===== src/rtl/mul4_rr_sched.sv =====
// mul4_rr_sched
//
// Round-robin front end for one shared 4x4 unsigned multiplier. The multiplier
// itself sits outside this block and is reached through mul_a/mul_b/mul_out.
// The block picks one requester and registers its operands onto mul_a/mul_b.
// It waits MUL_LAT cycles for the combinational array to settle, then captures
// the product. The product and the requester index go out on a single
// valid/ready response channel.
//
// Ports
//   clk, rst            : clock, synchronous active-high reset
//   req_valid[N_REQ]    : requester i has an operand pair pending
//   req_ready[N_REQ]    : one-hot grant (combinational)
//   req_a/req_b         : operands, requester i at bits [4i+3:4i]
//   mul_a/mul_b         : registered operands to the external multiplier
//   mul_out             : product from the external multiplier
//   rsp_valid/rsp_ready : response handshake
//   rsp_out/rsp_id      : captured product and owning requester index
//   busy                : high while an operation is in MUL or RESP
//   op_count            : completed responses, saturating at 0xFFFF

module mul4_rr_sched #(
    parameter int N_REQ   = 4,
    parameter int MUL_LAT = 1,
    parameter int ID_W    = $clog2(N_REQ)
) (
    input  logic                 clk,
    input  logic                 rst,
    input  logic [N_REQ-1:0]     req_valid,
    output logic [N_REQ-1:0]     req_ready,
    input  logic [4*N_REQ-1:0]   req_a,
    input  logic [4*N_REQ-1:0]   req_b,
    output logic [3:0]           mul_a,
    output logic [3:0]           mul_b,
    input  logic [7:0]           mul_out,
    output logic                 rsp_valid,
    input  logic                 rsp_ready,
    output logic [7:0]           rsp_out,
    output logic [ID_W-1:0]      rsp_id,
    output logic                 busy,
    output logic [15:0]          op_count
);

    if (N_REQ < 2 || N_REQ > 8) begin : g_bad_n_req
        $error("mul4_rr_sched: N_REQ must be in 2..8");
    end
    if (MUL_LAT < 1 || MUL_LAT > 15) begin : g_bad_mul_lat
        $error("mul4_rr_sched: MUL_LAT must be in 1..15");
    end

    typedef enum logic [1:0] {
        IDLE = 2'd0,
        MUL  = 2'd1,
        RESP = 2'd2
    } state_t;

    state_t          state;
    logic [ID_W-1:0] ptr;
    logic [3:0]      settle_cnt;
    logic [ID_W-1:0] rsp_id_next;
    logic [15:0]     op_cnt_q;

    // Unpack the operand buses so the winner can be selected by index.
    logic [3:0] a_arr [N_REQ];
    logic [3:0] b_arr [N_REQ];
    for (genvar i = 0; i < N_REQ; i++) begin : g_unpack
        assign a_arr[i] = req_a[4*i +: 4];
        assign b_arr[i] = req_b[4*i +: 4];
    end

    // Round-robin search starting at ptr, wrapping modulo N_REQ.
    logic            grant_found;
    logic [ID_W-1:0] grant_idx;
    logic [ID_W-1:0] cand;

    // NOTE: every variable written in always_comb gets a default first, so
    // no path leaves it unassigned and no latch is inferred.
    always_comb begin
        grant_found = 1'b0;
        grant_idx   = '0;
        cand        = '0;
        for (int k = 0; k < N_REQ; k++) begin
            cand = ID_W'((32'(ptr) + 32'(k)) % N_REQ);
            if (!grant_found && req_valid[cand]) begin
                grant_found = 1'b1;
                grant_idx   = cand;
            end
        end
    end

    // Arbitration is open in IDLE, and in RESP only when the current
    // response is leaving this cycle (back-to-back acceptance).
    logic arb_en;
    logic accept;

    assign arb_en = !rst && ((state == IDLE) || (state == RESP && rsp_ready));
    assign accept = arb_en && grant_found;

    always_comb begin
        req_ready = '0;
        if (accept) begin
            req_ready[grant_idx] = 1'b1;
        end
    end

    assign op_count = op_cnt_q;

    // NOTE: sequential state uses non-blocking assignments only, so every
    // register sees the pre-edge values of the others regardless of order.
    always_ff @(posedge clk) begin
        if (rst) begin
            state       <= IDLE;
            ptr         <= '0;
            settle_cnt  <= '0;
            mul_a       <= '0;
            mul_b       <= '0;
            rsp_id_next <= '0;
            rsp_valid   <= 1'b0;
            rsp_out     <= '0;
            rsp_id      <= '0;
            busy        <= 1'b0;
            op_cnt_q    <= '0;
        end else begin
            case (state)
                IDLE: begin
                    if (accept) begin
                        mul_a       <= a_arr[grant_idx];
                        mul_b       <= b_arr[grant_idx];
                        rsp_id_next <= grant_idx;
                        ptr         <= (grant_idx == ID_W'(N_REQ - 1)) ? '0 : grant_idx + 1'b1;
                        settle_cnt  <= 4'(MUL_LAT - 1);
                        state       <= MUL;
                        busy        <= 1'b1;
                    end
                end
                MUL: begin
                    if (settle_cnt != 4'd0) begin
                        settle_cnt <= settle_cnt - 4'd1;
                    end else begin
                        rsp_out   <= mul_out;
                        rsp_id    <= rsp_id_next;
                        rsp_valid <= 1'b1;
                        state     <= RESP;
                    end
                end
                RESP: begin
                    if (rsp_ready) begin
                        rsp_valid <= 1'b0;
                        if (op_cnt_q != 16'hFFFF) begin
                            op_cnt_q <= op_cnt_q + 16'd1;
                        end
                        if (accept) begin
                            mul_a       <= a_arr[grant_idx];
                            mul_b       <= b_arr[grant_idx];
                            rsp_id_next <= grant_idx;
                            ptr         <= (grant_idx == ID_W'(N_REQ - 1)) ? '0 : grant_idx + 1'b1;
                            settle_cnt  <= 4'(MUL_LAT - 1);
                            state       <= MUL;
                        end else begin
                            state <= IDLE;
                            busy  <= 1'b0;
                        end
                    end
                end
                default: begin
                    state <= IDLE;
                    busy  <= 1'b0;
                end
            endcase
        end
    end

endmodule


===== config.mk =====
export PLATFORM = sky130hd
export DESIGN_NAME = mul4_rr_sched
export DESIGN_NICKNAME = d
export VERILOG_FILES = /design/src/rtl/mul4_rr_sched.sv
export SDC_FILE = /design/constraint.sdc
export NUM_CORES = 1
export LEC_CHECK = 0
export ABC_AREA = 1
export CAP_MARGIN = 20
export CORE_MARGIN = 5
export CORE_UTILIZATION = 50
export DETAILED_ROUTE_END_ITERATION = 8
export GPL_ROUTABILITY_DRIVEN = 0
export GPL_TIMING_DRIVEN = 1
export HOLD_SLACK_MARGIN = 0.1
export PLACE_DENSITY = 0.85
export SLEW_MARGIN = 20
export SYNTH_ARGS = -nofsm -noshare
export SYNTH_HDL_FRONTEND = slang
export SYNTH_SLANG_ARGS = --single-unit

===== constraint.sdc =====
create_clock -name clk -period 6.2 [get_ports clk]
set_input_delay 0.62 -clock clk [delete_from_list [all_inputs] [get_ports clk]]
set_output_delay 0.62 -clock clk [all_outputs]
set_load 0.03 [all_outputs]

# Yosys cells after proc, flatten, opt, wreduce, memory -nomap -nowiden
# Cells that the tools add are included.
dict set report word_totals {
  out_inout_bits 40
  register_bits 46
}
dict set report classes {
  n_reduce_logical 24
  n_eq_ne 9
  order_cmp 7
  bitwise_logic 3
  n_addsub 6
  n_mux 54
}
# op n
set op_table {}
lappend op_table {{$mux W4} 12}
lappend op_table {{$mux W2} 12}
lappend op_table {{$add A16 B1 Y16 const B} 1}
lappend op_table {{$bmux W4 S2} 2}
lappend op_table {{$ne A16 B16 Y1 const B} 1}
lappend op_table {{$pmux W4 S2} 2}
lappend op_table {{$lt A2 B3 Y1 const B} 5}
lappend op_table {{$mux W1} 15}
lappend op_table {{$pmux W4 S3} 1}
lappend op_table {{$reduce_and A3 Y1} 4}
lappend op_table {{$ne A2 B2 Y1 const B} 5}
lappend op_table {{$bmux W1 S2} 4}
lappend op_table {{$pmux W2 S2} 2}
lappend op_table {{$logic_and A1 B1 Y1} 7}
lappend op_table {{$pmux W2 S3} 1}
lappend op_table {{$add A2 B1 Y2 const B} 2}
lappend op_table {{$add A2 B2 Y2 const B} 2}
lappend op_table {{$eq A2 B2 Y1 const B} 2}
lappend op_table {{$logic_not A1 Y1} 4}
lappend op_table {{$reduce_and A2 Y1} 2}
lappend op_table {{$reduce_and A4 Y1} 1}
lappend op_table {{$reduce_bool A2 Y1} 2}
lappend op_table {{$reduce_bool A4 Y1} 1}
lappend op_table {{$sub A4 B1 Y4 const B} 1}
lappend op_table {{11 further kinds} 12}

# Logic depth before layout (Yosys ltp)
dict set report depth {
  ltp_word 19
  mapped_depth 16
}

# Worst setup path before layout
# Ideal clock, no wire load.
dict set report synth_path {
  kind {input to output}
  start {in req_valid[3]}
  end {out req_ready[1]}
  path_slack_ps 3451
  arrival_ps 2129
  cell_stages 13
  required_time_ps 5580
  path_cell_list {inv_1 nand2_2 nand3_1 nand2_2 inv_1 nand2_1 nand2_2 nand3_4 buf_8 inv_1 ha_1 inv_1 nor2_1}
}
dict set report synth_between {
  elab_chain_len 17
  word_cells_on_any_way 29
  classes_between {2 x order compare; 19 x mux; 8 x reduce/logical}
}
# item line_no
set synth_lines {}
lappend synth_lines {{from (decl)} 29} ;# input logic [N_REQ-1:0] req_valid,
lappend synth_lines {{$bmux W1 S2} 84} ;# if (!grant_found && req_valid[cand]) begin
lappend synth_lines {{$mux W1 (not written as such)} 84}
lappend synth_lines {{$mux W1} 84}
lappend synth_lines {{$logic_not A1 Y1} 84}
lappend synth_lines {{$logic_and A1 B1 Y1} 84}
lappend synth_lines {{$mux W1} 84}
lappend synth_lines {{$logic_not A1 Y1} 84}
lappend synth_lines {{$logic_and A1 B1 Y1} 84}
lappend synth_lines {{[... 2 more ...]} --}
lappend synth_lines {{$logic_and A1 B1 Y1} 84}
lappend synth_lines {{$mux W2 (*)} 84}
lappend synth_lines {{net grant_idx[0]} 73} ;# logic [ID_W-1:0] grant_idx;
lappend synth_lines {{$lt A2 B3 Y1 (not written as such) / $ge A2 B1 Y1 (equally long branches)} 102} ;# req_ready[grant_idx] = 1'b1;
lappend synth_lines {{$logic_and A1 B1 Y1 (not written as such)} 102}
lappend synth_lines {{$mux W1 (not written as such)} 102}
lappend synth_lines {{$demux W1 S2 (*)} 102}
lappend synth_lines {{$mux W4 (*)} 101} ;# if (accept) begin
lappend synth_lines {{to (decl)} 30} ;# output logic [N_REQ-1:0] req_ready,
# The timed path passes the listed nets; every way through them passes the cells marked *. The select of a mux whose other input is x is not followed.

# Worst setup path after layout
dict set report layout_path {
  start {in rst}
  end {out req_ready[1]}
}
dict set report layout_between {
  elab_chain_len 4
}
# item line_no
set layout_lines {}
lappend layout_lines {{from (decl)} 28} ;# input logic rst,
lappend layout_lines {{$logic_not A1 Y1} 96} ;# assign arb_en = !rst && ((state == IDLE) || (state == RESP && rsp_ready));
lappend layout_lines {{$logic_and A1 B1 Y1} 96}
lappend layout_lines {{$logic_and A1 B1 Y1} 97} ;# assign accept = arb_en && grant_found;
lappend layout_lines {{$mux W4} 101}
# No other way between the ends.

==> impl_metrics.json <==
{
  "finalHoldViolations": 0,
  "drc": 0,
  "max-slew-margin-rel_pct": 45.6,
  "synth_edf_count": 0,
  "fmax_mhz": 238,
  "synth_ff_type": "dfxtp_1",
  "crit_path_end_kind": "output pin",
  "yosys_warnings": 0,
  "tightestPinTransition_ns": 0.813,
  "die_area_um2": 7260,
  "hpwl_um": 5510,
  "start_util_pct": 51.3,
  "clockBufferDepth": 2,
  "setup_violations": 0,
  "syn-num-nets": 499,
  "finClkSkew_ns": 0.00722,
  "synth_common_cells": "78 x nand2_1, 76 x inv_1, 62 x nor2_1",
  "syn_to_final_growth_pct": 34.2,
  "cap_violations": 0,
  "nets": 576,
  "ctsResizeCount": 0,
  "h-tree-depth": 2,
  "yosys.area.top_type": "dfxtp_1",
  "viasPerCell": 5.04,
  "cts_hold_buf": 0,
  "start_kind": "input port",
  "firstDrtPassIters": 5,
  "ant_nets": 0,
  "peakVddDrop_mv": 0.295,
  "synth-seq-cells": 46,
  "post-synth-top-count-cell": "nand2_1",
  "crit_type": "in -> out",
  "drv_slew": 0,
  "cp_slowest_cell": "clkdlybuf4s50_1",
  "antenna_found_initial": 0,
  "gr-total-overflow": 0,
  "die_w_um": 85.2,
  "hold_ws_ns": 0.470,
  "ys_types": 29,
  "synth.yosys.seq_area_share_pct": 32.6,
  "fin_crit_ns": 4.19,
  "grt_max_degree": 29,
  "fin_tns_setup_ns": 0,
  "io_pins": 87,
  "finalWirelength_um": 7290,
  "port_buffers": 86,
  "cts_tree": "done",
  "grt_pass1_vias": 2867,
  "post-cts-setup-buffer-count": 0,
  "critPathMaxStageDelay_ns": 1.00,
  "hp-class": "reg -> reg",
  "n_antenna_cell": 0,
  "vias": 2999,
  "insertion_delay_ns": 0.31,
  "grt_pass1_wl_um": 12500,
  "grt_use_total_pct": 20.5,
  "coreArea_um2": 5510,
  "status": "finished, final reports clean",
  "wl_per_cell_um": 12.3,
  "post-route-period-util_pct": 67.7,
  "drt-initial-drc-count": 147,
  "cp_cell_sequence": "clkdlybuf4s50_1 > clkinv_1 > nand2_1 > inv_2 > nand2_4 > nor2_1 > clkdlybuf4s50_1",
  "worstPathRequired_ns": 5.58,
  "clockRootBuffer": "clkbuf_8",
  "synth_area_leaders": "dfxtp_1 33%, nand2_1 10%, inv_1 10%, nor2_1 8.2%, nand3_1 7.6%",
  "die_h_um": 85.2,
  "async_flop_share_pct": 0,
  "synth.top_cell.area_share_pct": 32.6,
  "critPathMostFrequentCell": "clkdlybuf4s50_1",
  "critPathMaxFanout": 28,
  "n_fill_cell": 469,
  "syn-cell-area_um2": 2830,
  "cts.sinks": 46,
  "p_leak_nw": 1.74,
  "cts_buffers": 5,
  "syn_inst": 445,
  "row_count": 27,
  "clk_pin_slew_worst_paths_ns": 0.09,
  "synth_area_per_cell_um2": 6.35,
  "layout-drive-gt1-share_pct": 7.27,
  "arrival_ns": 3.57,
  "powerDensity_nw_per_um2": 409,
  "rsz0062_at_grt": "false"
}
critical path: cells and delay by family:
| kind | cells | cell delay, ns |
|---|---|---|
| buffers and inverters | 4 | 2.48 |
| and+or+nand+nor | 3 | 0.46 |
power by group:
part           internal [mW]  switching [mW]  leakage [nW]
logic                  0.315           0.583          1.31
registers              0.374          0.0481         0.376
clock network          0.123           0.108        0.0563
flip-flops by register name (all words and copies together), names as in the netlist:
signal	cells
op_count	16
rsp_out	8
mul_a	4
mul_b	4
settle_cnt	4
ptr	2
rsp_id	2
rsp_id_next	2
state	2
busy	1
rsp_valid	1
metal layers:
| metal | GRT usage, % | routed length (um) | share of wire, % |
|---|---|---|---|
| met5 | 0 | 0 | 0 |
| met4 | 7.34 | 157 | 2.2 |
| met3 | 6.60 | 720 | 9.9 |
| met2 | 35.5 | 3460 | 47 |
| met1 | 23.7 | 2950 | 40 |
through the flow:
stage	total power [mW]	worst slack (ns)	cell area, um2	util (%)	instances
5_1_grt	1.69	1.71	3790	68.9	595
2_1_floorplan	1.08	3.45	2830	-	445
4_1_cts	1.56	1.98	3790	68.9	595
3_5_place_dp	1.32	1.98	3680	66.8	587
6_report	1.55	2.01	3790	68.9	595
3_3_place_gp	1.31	2.05	3680	66.8	587
layout by cell type (no fill, tap or decap), types with 7 or more instances in the layout:
| master | Yosys | final |
|---|---|---|
| inv_1 | 76 | 76 |
| nor3_1 | 7 | 7 |
| a21oi_1 | 25 | 25 |
| nand2_2 | 16 | 16 |
| nor2_1 | 62 | 62 |
| o21ai_0 | 25 | 25 |
| clkdlybuf4s50_1 | 0 | 86 |
| nand2_1 | 78 | 78 |
| nand4_1 | 20 | 20 |
| ha_1 | 7 | 7 |
| dfxtp_1 | 46 | 46 |
| nand3_1 | 43 | 43 |
worst paths after layout:
| kind | slack [ns] | from | cells after the start | endpoint |
|---|---|---|---|---|
| worst max-delay path | 2.01 | rst | 7 | req_ready[1] |
| worst min-delay path | 0.47 | settle_cnt[1]$_SDFFE_PP0P_ | 2 | settle_cnt[1]$_SDFFE_PP0P_ |
| worst max register to register | 3.36 | ptr[0]$_SDFFE_PP0P_ | 12 | ptr[1]$_SDFFE_PP0P_ |
| worst min register to register | 0.47 | settle_cnt[1]$_SDFFE_PP0P_ | 2 | settle_cnt[1]$_SDFFE_PP0P_ |
logic make-up (layout without fill, tap and decap cells):
logic type                 after synthesis  in the layout  synth area share [%]
and+or+nand+nor                        237            237                  39.0
buffers and inverters                   99            177                  14.6
AOI/OAI and AO/OA                       53             53                  9.74
DFF                                     46             46                  32.6
adders and majority gates                7              7                  3.10
xor gates and xnor gates                 3              3                 0.930
area by class of cell:
cell class                 count  area [um2]  share of cell area (%)
inverter                      83         312                    8.21
sequential                    46         921                    24.3
multi-input combinational    300        1490                    39.3
clock inverter                 3        48.8                    1.29
timing repair buffer          86         861                    22.7
tap                           72        90.1                    2.37
clock buffer                   5        68.8                    1.81
Power figures use the tool's default switching activity.
